==> src/rtl/systolic_pkg.sv <==
// systolic_pkg -- shared states and width helpers for the systolic array slice (rev 1.0)
`default_nettype none

package systolic_pkg;

  typedef enum logic [2:0] {
    ST_IDLE  = 3'd0,
    ST_CLEAR = 3'd1,
    ST_FEED  = 3'd2,
    ST_FLUSH = 3'd3,
    ST_DRAIN = 3'd4,
    ST_DONE  = 3'd5
  } state_t;

  function automatic int kw_of(input int k_max);
    return $clog2(k_max + 1);
  endfunction

  function automatic int kiw_of(input int k_max);
    return (k_max <= 1) ? 1 : $clog2(k_max);
  endfunction

  function automatic int rw_of(input int n);
    return (n <= 1) ? 1 : $clog2(n);
  endfunction

endpackage

`default_nettype wire

==> src/rtl/systolic_seq_skew_gen.sv <==
// skew_gen -- maps the FEED step counter onto per-lane skewed operand valid/index (rev 1.0)
`default_nettype none

module skew_gen
  import systolic_pkg::*;
#(
  parameter int N   = 4,
  parameter int KW  = 5,
  parameter int KIW = 4,
  parameter int TW  = 8
) (
  input  logic [TW-1:0]    t,
  input  logic [KW-1:0]    k_len,
  input  logic             feed,
  output logic [N-1:0]     lane_vld,
  output logic [N*KIW-1:0] lane_k
);

  logic [TW-1:0] k_ext;
  assign k_ext = {{(TW-KW){1'b0}}, k_len};

  // Lane i lags lane 0 by i steps; the difference is formed at full width so it never wraps.
  for (genvar i = 0; i < N; i++) begin : g_lane
    localparam logic [TW-1:0] IDX = TW'(i);

    assign lane_vld[i]             = feed && (t >= IDX) && ((t - IDX) < k_ext);
    assign lane_k[i*KIW +: KIW]    = lane_vld[i] ? KIW'(t - IDX) : '0;
  end

endmodule

`default_nettype wire

==> src/rtl/systolic_seq.sv <==
// systolic_seq -- job sequencer for the NxN systolic array (rev 1.0)
// Clears accumulators, feeds skewed operands, flushes, then drains result rows.
`default_nettype none

module systolic_seq
  import systolic_pkg::*;
#(
  parameter int N     = 4,
  parameter int K_MAX = 16,
  parameter int KW    = kw_of(K_MAX),
  parameter int KIW   = kiw_of(K_MAX),
  parameter int RW    = rw_of(N)
) (
  input  logic             clk,
  input  logic             rst_n,
  input  logic             start,
  input  logic [KW-1:0]    k_len,
  output logic             busy,
  output logic             done,
  output logic             err,
  output logic             arr_clr,
  output logic             arr_en,
  output logic [N-1:0]     lane_vld,
  output logic [N*KIW-1:0] lane_k,
  output logic             drain_vld,
  output logic [RW-1:0]    drain_row,
  input  logic             drain_rdy
);

  localparam int TW = KW + RW + 1;

  state_t        state_q, state_d;
  logic [TW-1:0] t_q;
  logic [KW-1:0] k_q;
  logic [RW-1:0] row_q;
  logic          err_q;

  logic          k_ok;
  logic [TW-1:0] t_last;
  logic [RW-1:0] row_last;

  assign k_ok     = (k_len != '0) && (k_len <= KW'(K_MAX));
  // Last feed step is k_len+2N-3: the wavefront needs 2N-2 extra steps to reach PE(N-1,N-1).
  assign t_last   = {{(TW-KW){1'b0}}, k_q} + TW'(2*N) - TW'(3);
  assign row_last = RW'(N-1);

  always_comb begin
    state_d   = state_q;
    busy      = 1'b1;
    done      = 1'b0;
    arr_clr   = 1'b0;
    arr_en    = 1'b0;
    drain_vld = 1'b0;
    drain_row = '0;
    case (state_q)
      ST_IDLE: begin
        busy = 1'b0;
        if (start && k_ok) state_d = ST_CLEAR;
      end
      ST_CLEAR: begin
        arr_clr = 1'b1;
        state_d = ST_FEED;
      end
      ST_FEED: begin
        arr_en = 1'b1;
        if (t_q == t_last) state_d = ST_FLUSH;
      end
      ST_FLUSH: begin
        state_d = ST_DRAIN;
      end
      ST_DRAIN: begin
        drain_vld = 1'b1;
        drain_row = row_q;
        if (drain_rdy && (row_q == row_last)) state_d = ST_DONE;
      end
      ST_DONE: begin
        done    = 1'b1;
        state_d = ST_IDLE;
      end
      default: begin
        busy    = 1'b0;
        state_d = ST_IDLE;
      end
    endcase
  end

  always_ff @(posedge clk or negedge rst_n) begin
    if (!rst_n) begin
      state_q <= ST_IDLE;
      t_q     <= '0;
      k_q     <= '0;
      row_q   <= '0;
      err_q   <= 1'b0;
    end else begin
      state_q <= state_d;
      err_q   <= (state_q == ST_IDLE) && start && !k_ok;
      case (state_q)
        ST_IDLE: begin
          if (start && k_ok) begin
            k_q <= k_len;
            t_q <= '0;
          end
        end
        ST_FEED:  t_q   <= t_q + TW'(1);
        ST_FLUSH: row_q <= '0;
        ST_DRAIN: begin
          // Row holds at N-1 after its acceptance so it never wraps visibly.
          if (drain_rdy && (row_q != row_last)) row_q <= row_q + RW'(1);
        end
        default: ;
      endcase
    end
  end

  assign err = err_q;

  skew_gen #(
    .N   (N),
    .KW  (KW),
    .KIW (KIW),
    .TW  (TW)
  ) u_skew (
    .t        (t_q),
    .k_len    (k_q),
    .feed     (arr_en),
    .lane_vld (lane_vld),
    .lane_k   (lane_k)
  );

endmodule

`default_nettype wire

==> config.mk <==
export PLATFORM = sky130hd
export DESIGN_NAME = systolic_seq
export DESIGN_NICKNAME = d
export VERILOG_FILES = /design/src/rtl/systolic_pkg.sv /design/src/rtl/systolic_seq_skew_gen.sv /design/src/rtl/systolic_seq.sv
export SDC_FILE = /design/constraint.sdc
export NUM_CORES = 1
export LEC_CHECK = 0
export ABC_AREA = 1
export CAP_MARGIN = 15
export CORE_MARGIN = 3
export CORE_UTILIZATION = 53
export DETAILED_ROUTE_END_ITERATION = 10
export HOLD_SLACK_MARGIN = 0.1
export PLACE_DENSITY_LB_ADDON = 0.1
export SYNTH_ARGS = -nofsm -noshare
export SYNTH_HDL_FRONTEND = slang
export SYNTH_SLANG_ARGS = --single-unit
==> constraint.sdc <==
create_clock -name clk -period 3.9 [get_ports clk]
set_input_delay 1.17 -clock clk [delete_from_list [all_inputs] [get_ports clk]]
set_output_delay 1.17 -clock clk [all_outputs]
set_load 0.005 [all_outputs]
==> flow_summary.toml <==
[synthesis]
synth_xor_area_share_pct = 3.46
synthCells = 291
synth_compound_area_share_pct = 11.5
syn_area_um2 = 2020
synthSimpleGateAreaFrac_pct = 33.6
synth_mux_area_share_pct = 0
yosysSeqAreaShare_pct = 23.5
synth-edff-count = 0
async_flop_share_pct = 100
synth_top_cell_area_share_pct = 23.5
synth_top_family_by_area = "simple AND/OR/NAND/NOR gates"
synth_nets = 326
syn_area_per_cell_um2 = 6.96
synthFlopType = "dfrtp_1"
ys_ff_latch = 19
yosys.area.top_type = "dfrtp_1"
yosys-top-cells-area = "dfrtp_1, ha_1, nand2_1, nor2_1, inv_1"
synth_adder_area_share_pct = 16.1
yosysUniqueCellTypes = 32
ys_warn_count = 0

[sta]
setup_viol = 0
finClkSkew_ns = 0.00500
fin_crit_ns = 3.84
worstMarginPinSlew_ns = 0.892
drv_slew = 0
rsz0062_at_grt = "yes"
timing.fmax_mhz = 261
finalCritPeriodShare_pct = 98.4
relSlewSlack_pct = 40.3
final_hold_viol_count = 0

[placement]
gp_congestion = 0.907
dp_hpwl_um = 4100
port_buffers = 36
dp_cells = 375
placed_area_um2 = 2440

[floorplanning]
die-width_um = 67.8
start_util_pct = 57.9
die-area_um2 = 4600
die_h_um = 67.8
boundaryPins = 37
core_area_um2 = 3490
num_rows = 21

[setup_path]
crit_slowest_cell = "clkdlybuf4s50_1"
reg2reg_from = "t_q[0]"
cp_slowest_stage_delay_ns = 0.49
ff2ff_path_depth = 11
crit_top_cell = "nand2_1"
r2r_setup_slack_ns = 2.13
start_kind = "flop"
crit_path_end_kind = "primary output"
crit_start = "t_q[2]"
crit_arrival_ns = 2.67
path_depth = 15
crit_buf_inv = 5
path_max_fanout = 5
critical-path-top-delay-family = "buffers and inverters"
path_class = "flop to primary output"
cp_cell_sequence = "inv_1 -> buf_6 -> ha_1 -> nand2_2 -> nand2_1 -> nand2_1 -> o21a_1 -> inv_2 -> ha_4 -> a21oi_2 -> o21ai_2 -> nand2_1 -> nand3_2 -> inv_2 -> clkdlybuf4s50_1"
endpoint = "lane_vld[1]"
crit_required_ns = 2.73
r2r_end = "state_q[0]"

[final_layout]
drive_gt1_share_pct = 20.9
area_growth_pct = 32.7
n_fill_cell = 253
diodes = 0
nets = 381
fin_cells = 391
fin_area_um2 = 2690

[routing]
vias = 2041
drt-vias-per-instance = 5.22
drt_iter0_drc = 174
drt-wirelength-per-cell_um = 14.2
drc_errors = 0
wl_um = 5540
drtAntennaViolNets = 0
dr.pass1.iters = 4

[power_and_ir_drop]
powerDensity_nw_per_um2 = 852
leakage_nw = 1.50
ir_drop_v = 0.000566

[grt]
grt_use_total_pct = 24.9
grt_pass1_vias = 1821
grt_overflow = 0
grt_antenna_before_repair = 0
grt_pass1_wl_um = 8540
grt_max_degree = 20

[cts]
worstSkewPairLatency_ns = 0.26
numCtsBuffers = 3
clk_pin_slew_worst_paths_ns = 0.07
cts.sinks = 19
cts_root_buffer = "clkbuf_8"
cts_buffer_depth = 2
h-tree-depth = 1
cts_tree = "yes"

[status]
status = "completed"

[job]
max-cap-violations = 0

[min_path]
hold_path_class = "flop to flop"
[worst reg2reg max path, delay by kind of cell (launching register included)]
kind	cells	cell delay, ns
adder cells (fa/ha/maj)	1	0.30
flip-flops	1	0.43
buffers and inverters	2	0.24
AND/OR/NAND/NOR	8	0.74
[what timing repair did]
item | in CTS | in global routing
resized for setup | 10 | 29
setup endpoints to repair | 12 | 15
hold buffers | 0 | 0
pin swaps | 4 | 7
hold endpoints to repair | 0 | 0
setup buffers | 11 | 1
[cells by family (layout without fill, tap and decap cells)]
| group | Yosys count | after routing |
|---|---|---|
| XOR/XNOR | 8 | 8 |
| flip-flops | 19 | 19 |
| buffers and inverters | 52 | 106 |
| AND/OR/NAND/NOR | 143 | 143 |
| AO/OA/AOI/OAI | 43 | 43 |
| adder cells (fa/ha/maj) | 26 | 26 |
[cell usage in the layout (no fill, tap or decap), types with 2 or more instances in the layout]
master	instances
o21ai_1	8
o21a_1	2
nand2_2	4
buf_4	18
dlygate4sd2_1	3
o22ai_1	4
xnor2_1	2
dfrtp_1	16
nand3_2	3
a21oi_2	3
a21oi_1	13
nor2_1	37
dfrtp_2	3
nor2_4	3
nand3_1	17
inv_1	34
nor3_1	2
clkdlybuf4s50_1	27
inv_4	3
nand2_1	62
inv_2	10
ha_4	3
nand3_4	2
xor2_1	5
dlymetal6s2s_1	5
nor2_2	6
o21ai_0	10
ha_1	22
nor3_2	2
clkbuf_8	3
[state kept, by name, summed over array words and instances, names as in the netlist]
| signal | cells |
|---|---|
| k_q | 5 |
| row_q | 2 |
| t_q | 8 |
| err | 1 |
| state_q | 3 |
[layout make-up]
type / instances / area (um2) / area share, %
tap: 46 / 57.6 / 2.14
multi-input combinational: 220 / 1400 / 52.3
inverter: 47 / 184 / 6.85
clock inverter: 1 / 5.00 / 0.186
sequential: 19 / 479 / 17.8
timing repair buffer: 55 / 515 / 19.2
clock buffer: 3 / 41.3 / 1.54
[metrics by stage]
step,TNS (ns),worst slack [ns],hold WS (ns),util (%),power [mW]
final,0,0.0640,0.543,76.9,2.29
after global routing,-0.275,-0.114,0.560,76.9,2.52
after CTS,0,0.00355,0.544,73.9,2.12
after detailed placement,0,0.0666,0.522,69.7,1.88
after global placement,0,0.0893,0.519,69.7,1.84
after floorplan,0,0.765,0.492,-,1.42
[how the worst min path moves through the flow]
stage	startpoint	to	slack (ns)	depth (start not counted)
floorplan	row_q[1]	row_q[1]	0.49	1
global placement	row_q[1]	row_q[1]	0.52	1
detailed placement	row_q[1]	row_q[1]	0.52	1
CTS	row_q[1]	row_q[1]	0.54	1
global route	row_q[1]	row_q[1]	0.56	1
finish	row_q[1]	row_q[1]	0.54	1
[power by group]
| group | switching, mW | total, mW | internal (mW) |
|---|---|---|---|
| Clock | 0.0690 | 0.140 | 0.0712 |
| Sequential | 0.119 | 0.391 | 0.272 |
| Combinational | 1.01 | 1.76 | 0.753 |
| Total | 1.19 | 2.29 | 1.10 |
[synthesized netlist by cell type (2+ instances only)]
cell,number
nand2_1,63
nor2_1,41
inv_1,38
ha_1,26
dfrtp_1,19
nand3_1,18
a21oi_1,16
o21ai_0,12
inv_2,7
o21ai_1,7
xor2_1,6
o22ai_1,4
buf_6,3
nand2_2,3
nand3_2,3
nor2_4,3
inv_4,2
nor2_2,2
nor3_1,2
nor3_2,2
o21a_1,2
xnor2_1,2
[per-layer routing]
metal	routed length, um	track usage, %	up-vias
met5	0	0	-
met4	112	5.96	0
met3	337	4.33	14
met2	2580	39.7	59
met1	2510	34.9	927
li1	-	-	1041
Power figures use the tool's default switching activity.
